===== config.mk =====
export PLATFORM = sky130hd
export DESIGN_NAME = pong_game_ctrl
export DESIGN_NICKNAME = d
export VERILOG_FILES = /design/src/rtl/pong_pkg.sv /design/src/rtl/pong_frame_timer.sv /design/src/rtl/pong_game_ctrl.sv
export SDC_FILE = /design/constraint.sdc
export NUM_CORES = 1
export LEC_CHECK = 0
export BUFFER_PORTS_ARGS = -buffer_cell sky130_fd_sc_hd__buf_2
export CAP_MARGIN = 10
export CORE_MARGIN = 3
export CORE_UTILIZATION = 51
export CTS_BUF_LIST = sky130_fd_sc_hd__clkbuf_2 sky130_fd_sc_hd__clkbuf_4 sky130_fd_sc_hd__clkbuf_8
export DETAILED_ROUTE_END_ITERATION = 16
export GPL_ROUTABILITY_DRIVEN = 0
export GPL_TIMING_DRIVEN = 0
export HOLD_SLACK_MARGIN = 0.08
export PLACE_DENSITY = 0.74
export SYNTH_ARGS = -nofsm -noshare
export SYNTH_HDL_FRONTEND = slang
export SYNTH_SLANG_ARGS = --single-unit

===== constraint.sdc =====
create_clock -name clk -period 2.8 [get_ports clk]
set_clock_uncertainty 0.05 [all_clocks]
set_input_delay 0 -clock clk [delete_from_list [all_inputs] [get_ports clk]]
set_output_delay 0 -clock clk [all_outputs]
set_load 0.01 [all_outputs]

===== src/rtl/pong_pkg.sv =====
// pong_pkg: types and constants shared by the Pong match sequencer.
//   game_state_t  2-bit match state as seen by the renderer
//   score_t       4-bit player score
//   score_inc()   score increment that saturates at 15
package pong_pkg;

  typedef enum logic [1:0] {
    IDLE      = 2'd0,
    PLAY      = 2'd1,
    SCORED    = 2'd2,
    GAME_OVER = 2'd3
  } game_state_t;

  typedef logic [3:0] score_t;

  localparam int     DEFAULT_WIN_SCORE          = 10;
  localparam int     DEFAULT_SCORE_PAUSE_FRAMES = 60;
  localparam score_t SCORE_MAX                  = 4'd15;

  function automatic score_t score_inc(input score_t s);
    return (s == SCORE_MAX) ? s : s + 4'd1;
  endfunction

endpackage


===== src/rtl/pong_frame_timer.sv =====
// pong_frame_timer: loadable down-counter advanced by the per-frame tick.
//   clk, rst    clock, asynchronous active-low reset
//   load        load count with load_value (wins over tick)
//   load_value  frames to wait
//   tick        decrement enable, one pulse per frame
//   count       current remaining frames
//   done        combinational pulse on the tick that takes count 1 -> 0, so
//               the owner can react on the same edge the count expires
module pong_frame_timer #(
  parameter  int MAX_COUNT = 60,
  localparam int W         = $clog2(MAX_COUNT + 1)
) (
  input  logic         clk,
  input  logic         rst,
  input  logic         load,
  input  logic [W-1:0] load_value,
  input  logic         tick,
  output logic [W-1:0] count,
  output logic         done
);

  assign done = tick && !load && (count == W'(1));

  // NOTE: this is control state, not storage, so it takes the async reset;
  // every sequential assignment is non-blocking to avoid simulation races.
  always_ff @(posedge clk or negedge rst) begin
    if (!rst) begin
      count <= '0;
    end else if (load) begin
      count <= load_value;
    end else if (tick && (count != '0)) begin
      count <= count - W'(1);
    end
  end

endmodule


===== src/rtl/pong_game_ctrl.sv =====
// pong_game_ctrl: Pong match sequencer (idle / play / point pause / game over).
//   clk, rst        65 MHz clock, asynchronous active-low reset
//   timing_tick     one pulse per video frame, paces the between-point pause
//   start           start / restart a match from IDLE or GAME_OVER
//   p1_goal         point to player 1 (wins over a simultaneous p2_goal)
//   p2_goal         point to player 2
//   pause           pause toggle, only used when PONG_PAUSE_EN is defined
//   state           game_state_t encoding
//   player1_score   player 1 score
//   player2_score   player 2 score
//   ball_rst        one-cycle re-centre-and-launch pulse
//   serve_dir       0 = serve left (player 1), 1 = serve right (player 2)
//   still_graphic   freeze motion (everywhere except un-paused PLAY)
//   paused          play is paused (tied 0 unless PONG_PAUSE_EN is defined)
// Optional feature macro: PONG_PAUSE_EN.
module pong_game_ctrl
  import pong_pkg::*;
#(
  parameter int WIN_SCORE          = DEFAULT_WIN_SCORE,
  parameter int SCORE_PAUSE_FRAMES = DEFAULT_SCORE_PAUSE_FRAMES
) (
  input  logic        clk,
  input  logic        rst,
  input  logic        timing_tick,
  input  logic        start,
  input  logic        p1_goal,
  input  logic        p2_goal,
  input  logic        pause,
  output game_state_t state,
  output score_t      player1_score,
  output score_t      player2_score,
  output logic        ball_rst,
  output logic        serve_dir,
  output logic        still_graphic,
  output logic        paused
);

  localparam int     TW        = $clog2(SCORE_PAUSE_FRAMES + 1);
  localparam score_t WIN_VALUE = score_t'(WIN_SCORE);

  logic          goal_take;
  logic          win;
  logic          pause_toggle;
  logic          timer_done;
  logic [TW-1:0] timer_count;
  score_t        p1_next;
  score_t        p2_next;

  assign p1_next   = score_inc(player1_score);
  assign p2_next   = score_inc(player2_score);
  assign goal_take = (state == PLAY) && !paused && (p1_goal || p2_goal);
  assign win       = p1_goal ? (p1_next == WIN_VALUE) : (p2_next == WIN_VALUE);

`ifdef PONG_PAUSE_EN
  // A goal in the same cycle leaves PLAY, which clears paused anyway.
  assign pause_toggle = (state == PLAY) && pause && !goal_take;
`else
  logic unused_pause;
  assign unused_pause = pause;
  assign pause_toggle = 1'b0;
`endif

  // Ticks only count while SCORED, so a tick coincident with the goal is lost.
  pong_frame_timer #(
    .MAX_COUNT (SCORE_PAUSE_FRAMES)
  ) u_frame_timer (
    .clk        (clk),
    .rst        (rst),
    .load       (goal_take && !win),
    .load_value (TW'(SCORE_PAUSE_FRAMES)),
    .tick       (timing_tick && (state == SCORED)),
    .count      (timer_count),
    .done       (timer_done)
  );

  always_ff @(posedge clk or negedge rst) begin
    if (!rst) begin
      state         <= IDLE;
      player1_score <= '0;
      player2_score <= '0;
      ball_rst      <= 1'b0;
      serve_dir     <= 1'b0;
      still_graphic <= 1'b1;
      paused        <= 1'b0;
    end else begin
      ball_rst <= 1'b0;
      case (state)
        IDLE, GAME_OVER: begin
          if (start) begin
            player1_score <= '0;
            player2_score <= '0;
            serve_dir     <= 1'b0;
            state         <= PLAY;
            ball_rst      <= 1'b1;
            still_graphic <= 1'b0;
          end
        end
        PLAY: begin
          if (goal_take) begin
            // Serve goes toward the player who conceded.
            if (p1_goal) begin
              player1_score <= p1_next;
              serve_dir     <= 1'b1;
            end else begin
              player2_score <= p2_next;
              serve_dir     <= 1'b0;
            end
            state         <= win ? GAME_OVER : SCORED;
            still_graphic <= 1'b1;
            paused        <= 1'b0;
          end else if (pause_toggle) begin
            paused        <= !paused;
            still_graphic <= !paused;
          end
        end
        SCORED: begin
          if (timer_done) begin
            state         <= PLAY;
            ball_rst      <= 1'b1;
            still_graphic <= 1'b0;
          end
        end
        default: state <= IDLE;
      endcase
    end
  end

endmodule


==> results by group <==
Cells and area
  • Filler cells: 172
  • Diodes inserted: 0
  • Most frequent cells in the layout: buf_2, dfrtp_1, nand2_1, inv_1, nand3_1
  • Growth of design area from synthesis to finish: 17.23%
  • Nets@finish: 172
  • Share of layout cells above drive strength 1: 18.35%
  • Commonest non-fill, non-tap cell in the layout: buf_2

Logic synthesis
  • Multiplexer share of the synthesized area: 2.537%
  • Post-synthesis compound-gate area fraction: 19.03%
  • Post-synthesis cell type count: 40
  • Async set or reset register ratio after synthesis: 100.0%
  • Syn_nets: 144
  • Post-Syn Instances: 131
  • Adder-Cell Fraction of Synth Area: 6.342%
  • Post-synthesis area per instance: 9.035 µm²
  • Synth warn: 0
  • Synth Area in XOR/XNOR: 2.960%
  • Most used DFF post-synth: dfrtp_1
  • Seq cells post-synth: 19
  • Post-Syn Area: 0.001184 mm²
  • EDFF count, synth: 0
  • Simple-gate portion of the synthesized area: 24.00%
  • Register area share after synthesis: 40.27%
  • Largest family of logic cells by synthesized area: simple AND/OR/NAND/NOR gates

Clock tree
  • CTS root buf: clkbuf_4
  • Clk_lat worst skew: 300 ps
  • Clk slew on worst S/H paths: 100 ps
  • Hold_buf cts: 5
  • CTS tree: yes
  • Clock Path Buffers: 2
  • TritonCTS Buffers: 3
  • CTS resizes: 0
  • Clock Sinks: 19
  • Setup bufs post-CTS: 0
  • H-tree depth: 1

Drt
  • Initial detailed-routing violation count: 21
  • Routed WL: 2.481 mm
  • DR pass1 iterations: 4
  • ANT nets after route: 0
  • Vias per cell: 5.681
  • Vias: 1051
  • Drt wl/cell: 13.41 µm
  • # DRC: 0

Setup path
  • Worst Path Max Fanout: 6
  • WS Path Type: reg -> reg
  • CP Capture Type: flip-flop
  • Register-to-register setup slack: 770 ps
  • R2R Path End: u_frame_timer.count[1]$_DFFE_PN0P_
  • CP arrival: 2230 ps
  • R2r worst-path depth: 5
  • Setup crit start kind: flip-flop
  • RR Startpoint: player2_score[0]$_DFFE_PN0P_
  • CP required: 3000 ps

Timing
  • Final hold vios: 0
  • Max-slew headroom: 59.39%
  • Final Setup Violations: 0
  • Post-route setup TNS: 0 ps
  • Slew Viols, Final: 0
  • Tmin final: 2034 ps
  • Fmax achieved: 491.7 MHz
  • Worst slew pin tran: 603.6 ps
  • RSZ-0062 raised after global routing: false
  • Crit share post-route: 72.63%

Global route
  • GR Overflow Total: 0
  • First-pass GRT wire length: 4.264 mm
  • GRT Total Usage: 20.52%
  • Antenna violations before repair: 0
  • Largest net degree at the start of global routing: 20
  • Vias in the first global route: 968

Placed design
  • Final HPWL DP: 1.793 mm
  • I/O Buffers: 18

Floorplanning
  • Starting Density: 56.85%
  • Die area: 0.002935 mm²
  • Core ar.: 0.002082 mm²
  • Row cnt: 16
  • Die Height: 54.18 µm
  • Ports: 21
  • Horiz. Die Dim: 54.18 µm

Run status
  • Outcome: completed

Flow run
  • Total of max-cap violations: 0

Pwr
  • P_leak: 0.6396 nW
  • Worst VDD drop: 0.0004720 V
  • PwrDens: 921.8 mW/mm²
  • Total power: 1.279 mW

Hold path
  • HP Class: in -> async
==> cell type report <==
cell class                      instances  area (µm²)  share of cell area (%)
Buffer                                  2       12.51                  0.9017
Sequential cell                        19       476.7                   34.36
Inverter                               11       41.29                   2.976
Clock buffer                            4       30.03                   2.164
Tap cell                               27       33.78                   2.435
Timing Repair Buffer                   23       140.1                   10.10
Multi-Input combinational cell         99       653.1                   47.07
==> where the power goes <==
group          internal (mW)  switching (mW)
sequential             0.368          0.0866
combinational          0.290           0.384
clock                 0.0653          0.0859
==> registers in the layout, summed over array words and instances, names as in the netlist <==
signal	count
state	2
still_graphic	1
player2_score	4
serve_dir	1
ball_rst	1
u_frame_timer.count	6
player1_score	4
==> logic make-up (layout without fill, tap and decap cells) <==
group           count (synthesis)  count (layout)
compound gates                 32              32
buf+inv                        13              40
mux                             3               3
other cells                     1               1
flops                          19              19
xor+xnor                        4               4
simple gates                   53              53
fa+ha+maj                       6               6
==> worst max path at each step <==
stage	cells past startpoint	to	startpoint	slack, ps
4_1_cts	5	u_frame_timer.count[1]$_DFFE_PN0P_	player2_score[0]$_DFFE_PN0P_	810
3_5_place_dp	5	u_frame_timer.count[1]$_DFFE_PN0P_	player2_score[0]$_DFFE_PN0P_	840
5_1_grt	7	player2_score[1]$_DFFE_PN0P_	state[1]$_DFFE_PN0P_	660
6_report	5	u_frame_timer.count[1]$_DFFE_PN0P_	player2_score[0]$_DFFE_PN0P_	770
2_1_floorplan	5	u_frame_timer.count[0]$_DFFE_PN0P_	player1_score[0]$_DFFE_PN0P_	960
3_3_place_gp	5	u_frame_timer.count[1]$_DFFE_PN0P_	player2_score[0]$_DFFE_PN0P_	870
==> routing by layer <==
layer / GRT usage [%] / vias to the layer above / share of wire [%]
met5: 0 / - / 0
met4: 5.394 / 0 / 1.2
met3: 6.371 / 4 / 6.6
met2: 31.87 / 36 / 46
met1: 27.44 / 483 / 46
li1: - / 528 / -
==> worst max-delay path: stages (launching register included) <==
cell and delay [ps]:
dfrtp_1 450, ha_1 270, or2_0 220, a211oi_1 440, a221o_1 370, o211a_1 180
==> metrics by stage <==
stage	hold slack, ps	instance area (µm²)	std cells	utilization (%)	setup WS [ps]
2_1_floorplan	-345.6	1184	131	-	961.2
3_3_place_gp	-87.58	1308	176	62.80	870.1
3_5_place_dp	-84.21	1308	176	62.80	840.5
4_1_cts	115.9	1388	185	66.65	812.6
5_1_grt	125.1	1388	185	66.65	657.7
6_report	99.93	1388	185	66.65	766.4
==> Yosys cell counts (2+ instances only) <==
| cell | n | area [µm²] |
|---|---|---|
| inv_1 | 11 | 41.29 |
| a211oi_1 | 4 | 30.03 |
| a21oi_1 | 8 | 40.04 |
| o21ai_0 | 7 | 35.03 |
| nand2b_1 | 4 | 25.02 |
| nand3_1 | 9 | 45.04 |
| xnor2_1 | 2 | 17.52 |
| and2_1 | 2 | 12.51 |
| nor2_1 | 4 | 15.01 |
| a221oi_1 | 2 | 17.52 |
| nor2b_1 | 4 | 25.02 |
| and3_2 | 2 | 15.01 |
| mux2i_1 | 3 | 30.03 |
| nor4_1 | 2 | 12.51 |
| nand2_1 | 13 | 48.80 |
| nor3b_1 | 2 | 15.01 |
| xor2_1 | 2 | 17.52 |
| nor3_1 | 6 | 30.03 |
| ha_1 | 6 | 75.07 |
| dfrtp_1 | 18 | 450.4 |
Note: power is estimated with default switching activity, not from simulation.
